## config.mk

```make
export PLATFORM = sky130hd
export DESIGN_NAME = pipelined_cla_adder
export DESIGN_NICKNAME = d
export VERILOG_FILES = /design/src/rtl/pipelined_cla_adder.sv
export SDC_FILE = /design/constraint.sdc
export NUM_CORES = 1
export LEC_CHECK = 0
export CORE_MARGIN = 3
export CORE_UTILIZATION = 28
export DETAILED_ROUTE_END_ITERATION = 6
export DONT_BUFFER_PORTS = 1
export PLACE_DENSITY_LB_ADDON = 0.12
export SYNTH_ARGS = -nofsm -noshare
export SYNTH_HDL_FRONTEND = slang
export SYNTH_SLANG_ARGS = --single-unit
```

## constraint.sdc

```tcl
create_clock -name clk -period 6.1 [get_ports clk]
set_input_delay 1.525 -clock clk [delete_from_list [all_inputs] [get_ports clk]]
set_output_delay 1.525 -clock clk [all_outputs]
set_load 0.01 [all_outputs]
```

## src/rtl/pipelined_cla_adder.sv

```systemverilog
// Pipelined N-bit carry-look-ahead adder/subtractor. Each stage adds one
// B-bit block and passes the block carry forward, with valid/ready flow control.
module pipelined_cla_adder #(
    parameter int N = 16,
    parameter int B = 4
) (
    input  logic         clk,
    input  logic         rst,
    input  logic         in_valid,
    output logic         in_ready,
    input  logic [N-1:0] a,
    input  logic [N-1:0] b,
    input  logic         cin,
    input  logic         sub,
    output logic         out_valid,
    input  logic         out_ready,
    output logic [N-1:0] s,
    output logic         cout,
    output logic         ovf
);

    localparam int S = N / B;

    // Returns {carry out, carry into block msb, block sum}, carries fully expanded.
    function automatic logic [B+1:0] cla_block(
        input logic [B-1:0] x,
        input logic [B-1:0] y,
        input logic         ci
    );
        logic [B-1:0] g;
        logic [B-1:0] p;
        logic [B:0]   c;
        logic         term;
        g = x & y;
        p = x ^ y;
        c = '0;
        c[0] = ci;
        for (int i = 0; i < B; i++) begin
            term = ci;
            for (int k = 0; k <= i; k++) term = term & p[k];
            c[i+1] = term;
            for (int k = 0; k <= i; k++) begin
                term = g[k];
                for (int m = k + 1; m <= i; m++) term = term & p[m];
                c[i+1] = c[i+1] | term;
            end
        end
        return {c[B], c[B-1], p ^ c[B-1:0]};
    endfunction

    logic [S-1:0] valid;
    logic [S-1:0] adv;
    logic [S-1:0] c_r;
    logic         ovf_r;
    logic [N-1:0] a_r   [S];
    logic [N-1:0] b_r   [S];
    logic [N-1:0] sum_r [S];

    logic [S-1:0] stage_in_valid;
    logic [S-1:0] stage_c;
    logic [N-1:0] stage_a   [S];
    logic [N-1:0] stage_b   [S];
    logic [N-1:0] stage_sum [S];
    logic [N-1:0] next_sum  [S];
    logic [B+1:0] res       [S];

    // A stage may load when it is empty or its contents move on downstream.
    always_comb begin
        logic go;
        go = out_ready;
        adv = '0;
        for (int j = S - 1; j >= 0; j--) begin
            go = !valid[j] || go;
            adv[j] = go;
        end
    end

    assign in_ready = adv[0];

    // Stage 0 takes the operands directly; subtraction folds into a + ~b + 1.
    always_comb begin
        stage_in_valid[0] = in_valid;
        stage_a[0]        = a;
        stage_b[0]        = sub ? ~b : b;
        stage_c[0]        = sub | cin;
        stage_sum[0]      = '0;
        for (int j = 1; j < S; j++) begin
            stage_in_valid[j] = valid[j-1];
            stage_a[j]        = a_r[j-1];
            stage_b[j]        = b_r[j-1];
            stage_c[j]        = c_r[j-1];
            stage_sum[j]      = sum_r[j-1];
        end
        for (int j = 0; j < S; j++) begin
            res[j] = cla_block(stage_a[j][j*B +: B], stage_b[j][j*B +: B], stage_c[j]);
            next_sum[j] = stage_sum[j];
            next_sum[j][j*B +: B] = res[j][B-1:0];
        end
    end

    // Pipeline registers; a stalled stage holds everything, including outputs.
    always_ff @(posedge clk) begin
        if (rst) begin
            valid <= '0;
            c_r   <= '0;
            ovf_r <= 1'b0;
            for (int j = 0; j < S; j++) begin
                a_r[j]   <= '0;
                b_r[j]   <= '0;
                sum_r[j] <= '0;
            end
        end else begin
            for (int j = 0; j < S; j++) begin
                if (adv[j]) begin
                    valid[j] <= stage_in_valid[j];
                    a_r[j]   <= stage_a[j];
                    b_r[j]   <= stage_b[j];
                    sum_r[j] <= next_sum[j];
                    c_r[j]   <= res[j][B+1];
                end
            end
            if (adv[S-1]) begin
                ovf_r <= res[S-1][B+1] ^ res[S-1][B];
            end
        end
    end

    assign out_valid = valid[S-1];
    assign s         = sum_r[S-1];
    assign cout      = c_r[S-1];
    assign ovf       = ovf_r;

endmodule

```

## Word level (Yosys, flattened, before mapping)

Memory sizes are Yosys's and may differ from the RTL's.
Cells that the tools add are included.

- Output and inout bits: 20
- Bits in registers: 9
- RAM bits: 192
- Logic and storage cells: 154
- Input bits: 38
- Memories kept: 3

- Muxes and demuxes: 27
- Bitwise gates (word level): 107
- Reductions and logical operators: 8

Memories:

| memory | depth | width | rd ports | clocked after Yosys merged registers in | write ports | line | text |
|---|---|---|---|---|---|---|---|
| a_r | 4 | 16 | 3 | 0 | 4 | 55 | `logic [N-1:0] a_r [S];` |
| b_r | 4 | 16 | 3 | 0 | 4 | 56 | `logic [N-1:0] b_r [S];` |
| sum_r | 4 | 16 | 4 | 0 | 4 | 57 | `logic [N-1:0] sum_r [S];` |

Operators with widths:

| cell | number |
|---|---|
| two-way mux 16 bit | 13 |
| OR 1 bit | 53 |
| AND 1 bit | 40 |
| XOR 4 bit | 8 |
| AND 4 bit | 4 |
| NOT 16 bit | 1 |
| two-way mux 1 bit | 14 |
| logical NOT 1 bit | 4 |
| logical OR 1 bit | 4 |
| XOR 1 bit | 1 |

## Longest topological paths before layout

Gate-level depths: netlist (run 1).

- Word-level depth: 11
- Mapped depth: 7
- Gate-level depth less buffers: 6

## Worst setup path after synthesis (run 1)

No wires, ideal clock.

- Kind: input-to-output
- From: input out_ready
- To: output in_ready
- Path buffers: 1
- Required time: 4,575 ps
- Data arrival time: 2,009 ps
- Stages: 3
- Setup slack: 2,566 ps
- Path through: and4b_1 > buf_2 > nand2_1

- Longest elaborated chain between the ends: 4

RTL lines:

| element | line | text |
|---|---|---|
| from (decl) | 16 | `input logic out_ready,` |
| logical OR 1 bit (4 in series) | 73 | `go = !valid[j] \|\| go;` |
| to (decl) | 10 | `output logic in_ready,` |

Every way passes these cells.

## Worst setup path in the final report (run 1)

Ends and elaborated chain as after synthesis.

==> results of run 1 <==
-- cell families (layout without fill, tap and decap cells) --
group,count (synthesis),count (layout)
simple gates,124,124
flops,97,97
compound gates,31,31
fa+ha+maj,24,24
buf+inv,22,22
xor+xnor,20,20
mux,2,2
-- stage by stage --
| stage | setup WS [ps] | hold WS, ps | std cells |
|---|---|---|---|
| after CTS | 2390 | 532 | 531 |
| after detailed placement | 2400 | 520 | 515 |
| final | 2400 | 526 | 531 |
| after global routing | 2320 | 545 | 531 |
| after global placement | 2410 | 514 | 515 |
| after floorplan | 2570 | 495 | 320 |
-- cell usage in the layout, fill, tap and decap left out, drive strengths merged, types with 7 or more instances in the layout --
master and instances:
and2 12, and3 53, clkbuf 9, dfxtp 9, edfxtp 88, ha 20, nor2 27, nor3 12
o21a 7, xnor2 15
-- routing by layer --
metal	GRT usage	share of wire	vias up
met3	0.0480	0.067	7
met1	0.128	0.51	1028
li1	-	-	1170
met5	0	0	-
met2	0.123	0.41	62
met4	0.0272	0.016	0
-- power by group through the flow --
stage | combinational, mW | sequential, mW | clock [mW]
finish | 0.0845 | 0.781 | 0.635
global route | 0.0983 | 0.785 | 0.687
CTS | 0.0865 | 0.782 | 0.656
detailed placement | 0.0859 | 0.797 | 0
global placement | 0.0848 | 0.796 | 0
floorplan | 0.0730 | 0.790 | 0
-- state kept, by name (all words and copies together) (netlist names) --
register	flops
sum_r	40
valid	4
a_r	24
b_r	24
c_r	4
ovf	1
-- layout make-up --
type / count / area (sq um)
Fill cell: 1531 / 10300
Sequential cell: 97 / 2820
Multi-Input combinational cell: 201 / 1460
Tap cell: 211 / 264
Clock buffer: 9 / 225
Clock inverter: 7 / 118
Inverter: 5 / 18.8
Timing Repair Buffer: 1 / 7.51
-- worst max-delay path by stage --
stage                          end  depth (start not counted)  slack, ps
after floorplan           in_ready                          3       2570
after global placement    in_ready                          2       2410
after detailed placement  in_ready                          2       2400
after CTS                 in_ready                          2       2390
after global routing      in_ready                          2       2320
final                     in_ready                          2       2400
==> flow_summary.yaml, run 1 <==
run_status:
  status: "finished, final reports clean"
worst_setup_path:
  crit_required_ps: 4580
  cpPeakStageDelay_ps: 450
  crit_arrival_ps: 2180
  reg2reg_depth: 2
  worstReg2RegStart: "valid[3]$_SDFFE_PP0P_"
  path_buf_inv: 0
  cp_top_family: "simple AND/OR/NAND/NOR gates"
  path_class: "input port to output pin"
  slowest_stage: "and4b_1"
  worstSetupStartpointType: "input port"
  rrSetupSlack_ps: 3810
  reg2reg_to: "a_r[0][28]$_SDFFCE_PN0P_"
  crit_start: "out_ready"
  cp-end-kind: "output pin"
  critPathMaxFanout: 9
  worstPathCellList: "and4b_1 -> nand2_1"
pwr:
  powerDensity_nw_per_um2: 306
  vdd_drop_max_mv: 0.153
  pwr-share-comb: 0.056
  swShare: 0.195
  seqPwrFrac: 0.520
  p_leak_nw: 2.16
  power_switching_mw: 0.293
  internal_power_mw: 1.21
  total_power_mw: 1.50
  power_frac_clock: 0.423
synth:
  synth_top_area_share: 0.605
  synthesis.area_sq_um: 4370
  yosysTopAreaCell: "edfxtp_1"
  synthMuxAreaShare: 0.00515
  postSynthAreaPerCell_sq_um: 13.7
  synthDistinctLibCells: 41
  synth-main-ff-cell: "edfxtp_1"
  synthTopCellsByArea: "edfxtp_1, and3_1, ha_1"
  synth_seq_cells: 97
  synth-simple-area-share: 0.161
  yosysMostFrequentCell: "edfxtp_1"
  synth_common_cells: "edfxtp_1, and3_1, nor2_1, ha_1, xnor2_1"
  async_flop_share: 0
  synthAdderAreaFrac: 0.0756
  synth_edf_count: 88
  synth_top_family_by_area: "simple AND/OR/NAND/NOR gates"
  syn-num-nets: 382
  yosys_warnings: 0
  seq_area_frac_synth: 0.646
  synth_xor_xnor_area_share: 0.0401
  synth_cells: 320
  synth_compound_area_frac: 0.0510
floorplan:
  ioPinCount: 58
  die_w_um: 131
  die_area_sq_um: 17100
  num_rows: 45
  dieHeight_um: 131
  initial_utilization: 0.286
  core-area_sq_um: 15300
clocking:
  clk_pin_slew_ps: 60
  cts_tree: "yes"
  htree_levels: 3
  clockBufferDepth: 2
  cts_setup_buffers: 0
  clk_latency_ps: 340
  post_cts_resized: 0
  cts_root_buf: "clkbuf_16"
  cts_inserted_buffers: 9
  ctsHoldBuffers: 0
  cts.sinks: 97
sta:
  finalCritPeriodShare: 0.607
  skew_ps: 7.40
  timing.fmax_mhz: 270
  hold_viol_final: 0
  relSlewSlack: 0.267
  slew_viol_final: 0
  rsz0062_at_grt: "false"
  tightest_slew_ps: 1100
  period_needed_ps: 3700
  tns_ps: 0
  finalSetupViolCount: 0
routing:
  avgViaCountPerCell: 4.27
  wl_per_cell_um: 13.6
  first_iter_violations: 90
  dr.pass1.iters: 4
  via_count: 2267
  drc: 0
  wirelength_mm: 7.21
  ant_nets: 0
layout:
  layout.nets: 377
  area_growth_pct: 12.4
  stdcell_area_sq_um: 4910
  utilization: 0.322
  drive_gt1_frac: 0.0813
  insertedDiodeCount: 0
hold_path:
  holdPathEnd: "valid[2]$_SDFFE_PP0P_"
  hold_start: "valid[1]$_SDFFE_PP0P_"
  whs_path_depth: 2
  min_path_type: "register to register"
place:
  io_buffers: 0
  placed_area_sq_um: 4570
  gp_congestion: 0.718
  dp_hpwl_mm: 5.32
global_route:
  grt_pass1_vias: 2223
  overflow: 0
  grt_max_degree: 62
  antenna_found_initial: 0
  grt_usage: 0.0915
  grt_pass1_wl_mm: 11.9
run:
  drv_cap: 0
Power figures use the tool's default switching activity.
==> run 2: changes to the inputs <==
Clock period 6.1 ns to 3.45 ns, I/O delays scaled along.
==> flow_summary.yaml, run 2 (same netlist as run 1, synthesis figures left out) <==
global_route:
  overflow: 0
  grt_usage: 0.0951
  grt_pass1_wl_mm: 12.5
  grt_max_degree: 62
  grt_pass1_vias: 2391
  antenna_found_initial: 0
sta:
  rsz0062_at_grt: "false"
  relSlewSlack: 0.493
  finalCritPeriodShare: 0.710
  tightest_slew_ps: 759
  finalSetupViolCount: 0
  timing.fmax_mhz: 408
  slew_viol_final: 0
  tns_ps: 0
  period_needed_ps: 2450
  skew_ps: 7.79
  hold_viol_final: 0
routing:
  wl_met2_mm: 2.91
  drc: 0
  ant_nets: 0
  wirelength_mm: 7.36
  met3_length_um: 457
  avgViaCountPerCell: 4.25
  wl_per_cell_um: 13.8
  top_layer_used: "met4"
  wl_met1_mm: 3.82
  first_iter_violations: 131
  dr.pass1.iters: 4
  via_count: 2269
floorplan:
  dieHeight_um: 131
  die_area_sq_um: 17100
  initial_utilization: 0.286
  core-area_sq_um: 15300
  num_rows: 45
  die_w_um: 131
  ioPinCount: 58
hold_path:
  min_path_type: "register to register"
place:
  dp_hpwl_mm: 5.35
  io_buffers: 0
  numPlacedInstances: 518
  gp_congestion: 0.696
layout:
  layout_common_cells: "edfxtp_1, and3_1, nor2_1"
  top_regs: "sum_r: 40 flops, a_r: 24 flops, b_r: 24 flops"
  largest_reg_flops: 40
  layout.nets: 380
  final_cells: 534
  mostFrequentLayoutCell: "edfxtp_1"
  drive_gt1_frac: 0.0898
  insertedDiodeCount: 0
  utilization: 0.322
  largest_register: "sum_r"
  area_growth_pct: 12.3
clocking:
  ctsHoldBuffers: 0
  cts_tree: "yes"
  cts.sinks: 97
  post_cts_resized: 0
  cts_root_buf: "clkbuf_16"
  cts_inserted_buffers: 9
  htree_levels: 3
  clk_pin_slew_ps: 70
  cts_setup_buffers: 0
  clk_latency_ps: 340
  clockBufferDepth: 2
worst_setup_path:
  worstSetupStartpointType: "register"
  critPathMaxFanout: 9
  slowest_stage: "dfxtp_1"
  crit_start: "valid[3]$_SDFFE_PP0P_"
  critical_path.endpoint: "in_ready"
  reg2reg_depth: 5
  reg2reg_to: "sum_r[2][11]$_SDFFCE_PN0P_"
  crit_required_ps: 2590
  worstReg2RegStart: "b_r[0][24]$_SDFFCE_PN0P_"
  cpPeakStageDelay_ps: 520
  worstPathCellList: "and4b_1 -> nand2_1"
  rrSetupSlack_ps: 1540
  cp-end-kind: "output pin"
  path_class: "register to output pin"
  crit_arrival_ps: 1590
run:
  drv_cap: 0
pwr:
  p_leak_nw: 2.17
  vdd_drop_max_mv: 0.242
  powerDensity_nw_per_um2: 524
run_status:
  status: "finished, final reports clean"
## run 2: cell count changes in the layout (fill, tap and decap cells not counted)
cell / before / now
buf_4: 1 / 4
bufinv_16: 3 / 1
clkbuf_1: 0 / 1
clkbuf_8: 0 / 3
clkinv_1: 1 / 0
clkinv_2: 1 / 0
clkinv_4: 0 / 1
clkinvlp_4: 1 / 0
inv_6: 0 / 1
inv_8: 1 / 0
## run 2: how the worst min path moves through the flow
stage	start	endpoint	slack, ps	cells after the start
floorplan	valid[1]$_SDFFE_PP0P_	valid[2]$_SDFFE_PP0P_	500	2
global placement	valid[1]$_SDFFE_PP0P_	valid[2]$_SDFFE_PP0P_	520	2
detailed placement	valid[1]$_SDFFE_PP0P_	valid[2]$_SDFFE_PP0P_	510	2
CTS	valid[1]$_SDFFE_PP0P_	valid[2]$_SDFFE_PP0P_	520	2
global route	valid[1]$_SDFFE_PP0P_	valid[2]$_SDFFE_PP0P_	560	2
finish	valid[1]$_SDFFE_PP0P_	valid[2]$_SDFFE_PP0P_	520	2
## run 2: per-layer routing
layer,global-route usage,vias up
met1,0.138,1020
li1,-,1176
met5,0,-
met4,0.0490,0
met2,0.121,63
met3,0.0366,10
## run 2: area by class of cell
class	count	area [sq um]
clock buffer	13	270
fill	1516	10300
clock inverter	3	47.5
tap	211	264
sequential	97	2820
timing repair buffer	4	30.0
inverter	5	18.8
multi-input combinational	201	1460
## run 2: power by group
part / switching (mW) / internal, mW
sequential: 0.0293 / 1.35
combinational: 0.0744 / 0.0752
clock: 0.414 / 0.625
## run 2: critical path, delay by kind of cell (launching register included)
| family | cells | cell delay, ps |
|---|---|---|
| and+or+nand+nor | 2 | 720 |
| DFF | 1 | 520 |
## run 2: stage by stage
stage | hold slack (ps) | instance area [sq um] | total power, mW | worst slack, ps
after global placement | 515 | 4590 | 1.56 | 936
final | 524 | 4910 | 2.57 | 999
after global routing | 558 | 4910 | 2.68 | 886
after detailed placement | 513 | 4590 | 1.56 | 859
after floorplan | 495 | 4370 | 1.53 | 1000
after CTS | 519 | 4910 | 2.61 | 970
==> patch (settings of run 1) <==
Change the parameter `N` from 16 to 32.
--- a/src/rtl/pipelined_cla_adder.sv
+++ b/src/rtl/pipelined_cla_adder.sv
@@ -3,3 +3,3 @@
 module pipelined_cla_adder #(
-    parameter int N = 16,
+    parameter int N = 32,
     parameter int B = 4
Ports: changed (resized a, b and s); port bits go from 58 to 106. The function was not compared with the original's and may differ.
==> patch against run 1 <==
Sequential cell count increased by 288; setup slack lost 470 ps; area after synthesis grew to 3.6 times the old value; wire length rose to 3.5 times the old value; total power rose to 3.9 times the old value; non-clock buffer count is 10 higher; final cell count grew to 3.4 times the old value; cell area grew to 3.7 times the old value; combinational power grew 76%; largest power group unchanged.
==> patch: results (changes against run 1) <==
Parameter                              Value

Global routing
  Via count of the first global-routing pass ... 7,382 (+230%)
  Grt met3 use ... 3.00% (-1.8 points)
  Met2 usage ... 13.7% (+1.4 points)
  Antenna violations before repair ... 3 (+3)
  Global-route wire length before repair ... 42,300 µm (+260%)
  Global-route total usage across every layer ... 8.89% (-0.26 points)
  Global-route track usage on met1 ... 11.8% (-0.94 points)

Yosys
  Synth Instances ... 1,016 (+220%)
  Post-synth cell types ... 49 (+20%)
  Number of enable flip-flop cells after synthesis ... 368 (+320%)
  Number of nets in the synthesized netlist ... 1,134 (+200%)
  Top cell types by occurrence after synthesis ... 368 x sky130_fd_sc_hd__edfxtp_1, 220 x sky130_fd_sc_hd__and2_1, 63 x sky130_fd_sc_hd__nor2b_1
  Largest cells by area after synthesis ... sky130_fd_sc_hd__edfxtp_1 71%, sky130_fd_sc_hd__and2_1 8.8%, sky130_fd_sc_hd__ha_1 3.2%

Worst setup path
  Origin of the critical flop-to-flop path ... valid[7]
  Top fanout value on the critical path ... 41 (+32)
  Register-to-register setup slack ... 3590 ps (-220 ps)

Finish
  Share of final-layout standard cells stronger than drive strength 1 ... 8.80% (+0.67 points)
  Non-filler instance count after layout ... 1,807 (+240%)
  Leading registers by flop count ... sum_r: 144 flops, a_r: 112 flops, b_r: 112 flops

Power
  Worst VDD drop ... 0.000180 V (+17%)
  Switching power of the nets ... 0.00113 W (+290%)
  Static Leakage ... 7.43 nW (+240%)

Placement
  Placer Congestion ... 0.656 (-8.7%)
  Number of placed instances, taps included ... 1,726 (+240%)

Drt
  Wire per inst ... 14.1 µm (+4.1%)
  Count of vias placed by the detailed router ... 7,046 (+210%)

Status
  Result of the run ... complete, no violations

Clock tree
  Insertion delay to the later sink of the worst-skew pair ... 560 ps (+220 ps)
  Inserted Clock Buffers ... 43 (+34)
  Clock tree buffer depth ... 3 (+1)

STA
  Worst hold margin ... 493 ps (-33.0 ps)
==> patch: final cells by class <==
class | instances | area [µm²]
clock inverter | 26 | 320
multi-input combinational | 571 | 4010
timing repair buffer | 11 | 82.6
fill | 5426 | 37300
antenna | 2 | 5.00
tap | 748 | 936
clock buffer | 53 | 1140
inverter | 11 | 41.3
sequential | 385 | 11400
==> patch: worst max path at each step <==
stage	to	slack [ps]	cells past startpoint
after CTS	in_ready	1910	3
after global placement	in_ready	1880	3
final	in_ready	1930	3
after floorplan	a_r[1][10]	1830	4
after detailed placement	in_ready	1920	3
after global routing	in_ready	1760	3
==> patch: worst max-delay path: stages <==
cell and delay (ps):
sky130_fd_sc_hd__nand4b_4 490, sky130_fd_sc_hd__nor2_8 380, sky130_fd_sc_hd__nand4_1 240
==> patch: logic make-up (layout without fill, tap and decap cells) <==
family                   after synthesis  count (layout)  share of synthesized area (%)
flip-flops                           385             385                           72.7
buffers and inverters                 60             101                           1.82
XOR/XNOR                              47              47                           2.63
AO/OA/AOI/OAI                         56              56                           2.60
AND/OR/NAND/NOR                      419             419                           16.0
adder cells (fa/ha/maj)               48              48                           4.22
other                                  0               2                              0
multiplexers                           1               1                         0.0639
==> patch: through the flow <==
step,total power [W],setup WS (ps),cell area (µm²)
after floorplan,0.00317,1830,15700
after global placement,0.00319,1880,16500
after detailed placement,0.00319,1920,16500
after CTS,0.00591,1910,17900
after global routing,0.00604,1760,17900
final,0.00580,1930,17900
==> patch: layer usage <==
layer,up-vias,part of all wire [%]
li1,3610,-
met1,3260,47
met2,127,45
met3,47,5.6
met4,2,2.3
met5,-,0.051
==> patch: power groups by stage <==
stage	Clock (W)	Combinational, W	Sequential (W)
5_1_grt	0.00288	0.000175	0.00299
6_report	0.00267	0.000149	0.00298
3_3_place_gp	0	0.000154	0.00304
3_5_place_dp	0	0.000155	0.00304
2_1_floorplan	0	0.000137	0.00303
4_1_cts	0.00277	0.000156	0.00298
